===== src/rtl/icb_arb_pkg.sv =====
// Shared definitions for the two-master ICB arbiter: FSM state encoding and
// default bus widths.
package icb_arb_pkg;

    localparam int DEF_AW = 32;
    localparam int DEF_DW = 32;

    typedef enum logic [1:0] {
        IDLE = 2'd0,
        CMD  = 2'd1,
        RSP  = 2'd2
    } arb_state_t;

endpackage


===== src/rtl/rr_arb2.sv =====
// Two-way round-robin winner selection. A lone requester always wins; when
// both request, prio picks the winner (0 = m0, 1 = m1).
module rr_arb2 (
    input  logic [1:0] req,
    input  logic       prio,
    output logic [1:0] gnt
);

    // Pick a one-hot winner from the request pair.
    always_comb begin
        gnt = 2'b00;
        if (req == 2'b11) begin
            gnt = prio ? 2'b10 : 2'b01;
        end else begin
            gnt = req;
        end
    end

endmodule


===== src/rtl/icb_arb2.sv =====
// Two-master to one-slave ICB arbiter. One transaction at a time owns the
// slave port; every transaction spends exactly one IDLE cycle in arbitration.
module icb_arb2
    import icb_arb_pkg::*;
#(
    parameter int AW = DEF_AW,
    parameter int DW = DEF_DW
) (
    input  logic            clk,
    input  logic            rst_n,

    input  logic            m0_icb_cmd_valid,
    input  logic            m0_icb_cmd_read,
    input  logic [AW-1:0]   m0_icb_cmd_addr,
    input  logic [DW-1:0]   m0_icb_cmd_wdata,
    input  logic [DW/8-1:0] m0_icb_cmd_wmask,
    output logic            m0_icb_cmd_ready,
    output logic            m0_icb_rsp_valid,
    output logic [DW-1:0]   m0_icb_rsp_rdata,
    output logic            m0_icb_rsp_err,
    input  logic            m0_icb_rsp_ready,

    input  logic            m1_icb_cmd_valid,
    input  logic            m1_icb_cmd_read,
    input  logic [AW-1:0]   m1_icb_cmd_addr,
    input  logic [DW-1:0]   m1_icb_cmd_wdata,
    input  logic [DW/8-1:0] m1_icb_cmd_wmask,
    output logic            m1_icb_cmd_ready,
    output logic            m1_icb_rsp_valid,
    output logic [DW-1:0]   m1_icb_rsp_rdata,
    output logic            m1_icb_rsp_err,
    input  logic            m1_icb_rsp_ready,

    output logic            s_icb_cmd_valid,
    output logic            s_icb_cmd_read,
    output logic [AW-1:0]   s_icb_cmd_addr,
    output logic [DW-1:0]   s_icb_cmd_wdata,
    output logic [DW/8-1:0] s_icb_cmd_wmask,
    input  logic            s_icb_cmd_ready,
    input  logic            s_icb_rsp_valid,
    input  logic [DW-1:0]   s_icb_rsp_rdata,
    input  logic            s_icb_rsp_err,
    output logic            s_icb_rsp_ready,

    output logic [1:0]      grant,
    output logic            busy
);

    arb_state_t state, state_nxt;
    logic [1:0] grant_nxt;
    logic       prio, prio_nxt;
    logic [1:0] arb_gnt;
    logic       sel;
    logic       sel_cmd_valid;
    logic       sel_rsp_ready;

    rr_arb2 u_rr_arb2 (
        .req  ({m1_icb_cmd_valid, m0_icb_cmd_valid}),
        .prio (prio),
        .gnt  (arb_gnt)
    );

    // sel is 1 when m1 owns the slave port; only meaningful while grant is set.
    assign sel           = grant[1];
    assign sel_cmd_valid = sel ? m1_icb_cmd_valid : m0_icb_cmd_valid;
    assign sel_rsp_ready = sel ? m1_icb_rsp_ready : m0_icb_rsp_ready;
    assign busy          = (state != IDLE);

    // State, owner and round-robin pointer registers; reset abandons any transaction.
    always_ff @(posedge clk or negedge rst_n) begin
        if (!rst_n) begin
            state <= IDLE;
            grant <= 2'b00;
            prio  <= 1'b0;
        end else begin
            state <= state_nxt;
            grant <= grant_nxt;
            prio  <= prio_nxt;
        end
    end

    // Next-state logic: arbitrate in IDLE, follow the command and response handshakes.
    always_comb begin
        state_nxt = state;
        grant_nxt = grant;
        prio_nxt  = prio;
        case (state)
            IDLE: begin
                if (m0_icb_cmd_valid || m1_icb_cmd_valid) begin
                    grant_nxt = arb_gnt;
                    state_nxt = CMD;
                end
            end
            CMD: begin
                if (!sel_cmd_valid) begin
                    state_nxt = IDLE;
                    grant_nxt = 2'b00;
                end else if (s_icb_cmd_ready) begin
                    state_nxt = RSP;
                end
            end
            RSP: begin
                if (s_icb_rsp_valid && sel_rsp_ready) begin
                    state_nxt = IDLE;
                    grant_nxt = 2'b00;
                    prio_nxt  = grant[0];
                end
            end
            default: begin
                state_nxt = IDLE;
                grant_nxt = 2'b00;
            end
        endcase
    end

    // Routing muxes: connect the owner to the slave, hold everyone else at zero.
    always_comb begin
        s_icb_cmd_valid  = 1'b0;
        s_icb_cmd_read   = 1'b0;
        s_icb_cmd_addr   = '0;
        s_icb_cmd_wdata  = '0;
        s_icb_cmd_wmask  = '0;
        s_icb_rsp_ready  = 1'b0;
        m0_icb_cmd_ready = 1'b0;
        m1_icb_cmd_ready = 1'b0;
        m0_icb_rsp_valid = 1'b0;
        m0_icb_rsp_rdata = '0;
        m0_icb_rsp_err   = 1'b0;
        m1_icb_rsp_valid = 1'b0;
        m1_icb_rsp_rdata = '0;
        m1_icb_rsp_err   = 1'b0;
        if (state == CMD) begin
            s_icb_cmd_valid  = sel_cmd_valid;
            s_icb_cmd_read   = sel ? m1_icb_cmd_read  : m0_icb_cmd_read;
            s_icb_cmd_addr   = sel ? m1_icb_cmd_addr  : m0_icb_cmd_addr;
            s_icb_cmd_wdata  = sel ? m1_icb_cmd_wdata : m0_icb_cmd_wdata;
            s_icb_cmd_wmask  = sel ? m1_icb_cmd_wmask : m0_icb_cmd_wmask;
            m0_icb_cmd_ready = grant[0] & s_icb_cmd_ready;
            m1_icb_cmd_ready = grant[1] & s_icb_cmd_ready;
        end
        if (state == RSP) begin
            s_icb_rsp_ready = sel_rsp_ready;
            if (grant[0]) begin
                m0_icb_rsp_valid = s_icb_rsp_valid;
                m0_icb_rsp_rdata = s_icb_rsp_rdata;
                m0_icb_rsp_err   = s_icb_rsp_err;
            end
            if (grant[1]) begin
                m1_icb_rsp_valid = s_icb_rsp_valid;
                m1_icb_rsp_rdata = s_icb_rsp_rdata;
                m1_icb_rsp_err   = s_icb_rsp_err;
            end
        end
    end

endmodule


===== config.mk =====
export PLATFORM = sky130hd
export DESIGN_NAME = icb_arb2
export DESIGN_NICKNAME = d
export VERILOG_FILES = /design/src/rtl/icb_arb_pkg.sv /design/src/rtl/rr_arb2.sv /design/src/rtl/icb_arb2.sv
export SDC_FILE = /design/constraint.sdc
export NUM_CORES = 1
export LEC_CHECK = 0
export BUFFER_PORTS_ARGS = -buffer_cell sky130_fd_sc_hd__buf_2
export CORE_AREA = 3 3 124 126
export CTS_CLUSTER_SIZE = 30
export DETAILED_ROUTE_END_ITERATION = 7
export DIE_AREA = 0 0 127 129
export GPL_TIMING_DRIVEN = 1
export RECOVER_POWER = 100
export REMOVE_ABC_BUFFERS = 1
export SLEW_MARGIN = 30
export SYNTH_ARGS = -nofsm -noshare
export SYNTH_HDL_FRONTEND = slang
export SYNTH_HIERARCHICAL = 1
export SYNTH_SLANG_ARGS = --single-unit

===== constraint.sdc =====
create_clock -name clk -period 2.5 [get_ports clk]
set_input_delay 0.5 -clock clk [delete_from_list [all_inputs] [get_ports clk]]
set_output_delay 0.5 -clock clk [all_outputs]
set_load 0.02 [all_outputs]

==> flow_summary.json <==
{
  "status": "completed",
  "cts_tree": "yes",
  "cts_hold_buf": 0,
  "criticalPathCategory": "reg -> out",
  "worst_pin_slew_ns": 0.903,
  "intPower_mw": 1.24,
  "grt_max_degree": 73,
  "cts_buffers": 3,
  "cts.repair.resized": 0,
  "hp-class": "in -> async",
  "antenna_left": 0,
  "hold_viol_final": 0,
  "wl_per_cell_um": 13.9,
  "synthAdderAreaFrac": 0,
  "critPathRequiredTime_ns": 2.00,
  "syn2layout_area_growth_pct": 90.8,
  "arrival_ns": 1.74,
  "clock_skew_ns": 0.00109,
  "dr.pass1.iters": 4,
  "clkTransAtPathRegs_ns": 0.03,
  "grtUsageTotal": 0.107,
  "initial_core_util": 0.130,
  "clock_path_buffers": 2,
  "end_kind": "output pin",
  "r2r_setup_slack_ns": 0.60,
  "insertion_delay_ns": 0.22,
  "synth-edff-count": 0,
  "finalMaxSlewViolations": 0,
  "slowest_stage": "dfrtp_4",
  "critPathMaxFanout": 19,
  "yosys.area_share.simple": 0.420,
  "rr_startpoint": "grant[1]$_DFFE_PN0P_",
  "synth_top_family_by_area": "simple AND/OR/NAND/NOR gates",
  "syn_inst": 271,
  "synthFlopType": "dfrtp_1",
  "slew_headroom": 0.398,
  "hpwl_um": 8890,
  "critPathTopFamily": "flip-flops",
  "cts.sinks": 5,
  "die_h_um": 129,
  "timing.hold.ws_ns": 0.136,
  "wl_um": 10500,
  "io_buffers": 322,
  "synth.distinct_cells": 27,
  "period_share": 0.895,
  "synthMuxAreaShare": 0.395,
  "async_reset_ff_frac": 1.00,
  "fmax_ghz": 0.447,
  "p_sw_mw": 1.94,
  "viasPerCell": 4.09,
  "synth.avg_cell_area_um2": 6.92,
  "placed_cell_area_um2": 3680,
  "vias": 3091,
  "cp_slowest_stage_delay_ns": 0.63,
  "max_cap_viol_count": 0,
  "sw_frac_of_total": 0.609,
  "die-area_um2": 16400,
  "rr_worst_depth": 4,
  "synth_xor_area_frac": 0,
  "gp_congestion": 0.744,
  "cp_num_cells": 4,
  "nNetsFinal": 752,
  "fp-row-count": 44,
  "antenna_found_initial": 1,
  "setup.worst_path.end": "s_icb_cmd_wdata[12]",
  "finalSetupTns_ns": 0,
  "core-area_um2": 14400,
  "cp-startpoint": "grant[1]$_DFFE_PN0P_",
  "synth_warnings": 6,
  "synth_area_um2": 1870,
  "peakVddDrop_mv": 0.510,
  "r2r-end": "grant[1]$_DFFE_PN0P_",
  "grt_pass1_vias": 2645,
  "cts-root-buf": "clkbuf_16",
  "drive_above_1_share": 0.371,
  "period_minus_slack_ns": 2.24,
  "drc_errors": 0,
  "setup-violations-final": 0,
  "synth-seq-cells": 5,
  "critPathBufInv": 2,
  "cp-start-kind": "register",
  "grt_pass1_wl_um": 14300,
  "postCtsSetupBuffers": 0,
  "seqPwrFrac": 0.083,
  "rsz0062_at_grt": "false",
  "final_area_um2": 3580,
  "cellPowerDensity_nw_per_um2": 889,
  "postLayoutCoreUtil": 0.248,
  "diodes": 0,
  "die_width_um": 127,
  "htree_levels": 1,
  "boundaryPins": 323,
  "leakagePower_nw": 1.92,
  "worstPathCellList": "clkbuf_2 -> mux2i_1 -> nor2_1 -> clkbuf_1",
  "drtIter0Drc": 101,
  "yosysSeqAreaShare": 0.0668,
  "p_clk_frac": 0.082,
  "synth_compound_area_frac": 0.0347,
  "pwr-share-comb": 0.835,
  "grt-ovfl-total": 0
}
final cells by class:
class | instances | area [µm²]
multi-input combinational | 233 | 1580
inverter | 1 | 3.75
sequential | 5 | 129
clock buffer | 4 | 78.8
timing repair buffer | 329 | 1550
fill | 1703 | 10800
tap | 184 | 230
routing by layer:
layer	routed length, µm	track usage	up-vias
met1	4160	0.138	1337
met2	5230	0.195	198
met4	20	0.00568	2
li1	-	-	1550
met3	1120	0.0183	4
met5	13	0	-
per-stage QoR:
step	std cells	total power, mW	worst slack, ns
global placement	752	3.09	0.570
detailed placement	752	3.09	0.569
finish	756	3.18	0.261
CTS	756	3.36	0.331
global route	756	3.43	0.136
floorplan	239	2.09	-1.59
cell usage after synthesis (2+ instances only):
library cell,instances,area share
a21boi_1,2,0.0080
a221o_1,2,0.011
and3_1,70,0.23
buf_2,12,0.032
buf_4,3,0.012
clkbuf_1,16,0.032
dfrtp_1,5,0.067
mux2i_1,69,0.37
nand2_1,2,0.0040
nor2_1,72,0.14
nor2b_1,2,0.0067
cells by family (layout without fill, tap and decap cells):
logic type,count (synthesis),after routing
flip-flops,5,5
AO/OA/AOI/OAI,7,7
AND/OR/NAND/NOR,154,154
multiplexers,72,72
buffers and inverters,33,334
placed cells by master (no fill, tap or decap), types with 2 or more instances in the layout:
master	count
a21boi_1	2
a221o_1	2
and3_1	70
buf_12	4
buf_2	196
buf_4	2
clkbuf_1	127
clkbuf_16	3
dfrtp_1	4
mux2i_1	70
nand2_1	2
nor2_1	72
registers in the layout (all words and copies together), names as in the netlist:
| register | flops |
|---|---|
| prio | 1 |
| grant | 2 |
| state | 2 |
power groups by stage:
stage                     Combinational [mW]  Sequential, mW  Clock [mW]
after floorplan                         1.71           0.386           0
after global placement                  2.82           0.266           0
after detailed placement                2.82           0.269           0
after CTS                               2.83           0.267       0.264
after global routing                    2.87           0.283       0.273
final                                   2.66           0.264       0.260
how the worst min path moves through the flow:
stage                from                   end  slack (ns)  cells past startpoint
global route        rst_n      prio$_DFFE_PN0P_        0.16                      1
detailed placement  rst_n      prio$_DFFE_PN0P_        0.33                      1
floorplan           rst_n  grant[0]$_DFFE_PN0P_        0.20                      0
finish              rst_n      prio$_DFFE_PN0P_        0.14                      1
global placement    rst_n      prio$_DFFE_PN0P_        0.33                      1
CTS                 rst_n  grant[0]$_DFFE_PN0P_        0.09                      1
worst register-to-register path, delay by kind of cell (launching register included):
family / cells / cell delay, ns
mux: 1 / 0.37
compound gates: 2 / 0.55
buf+inv: 1 / 0.24
flops: 1 / 0.63
No activity file was read; power rests on OpenSTA's default activity.
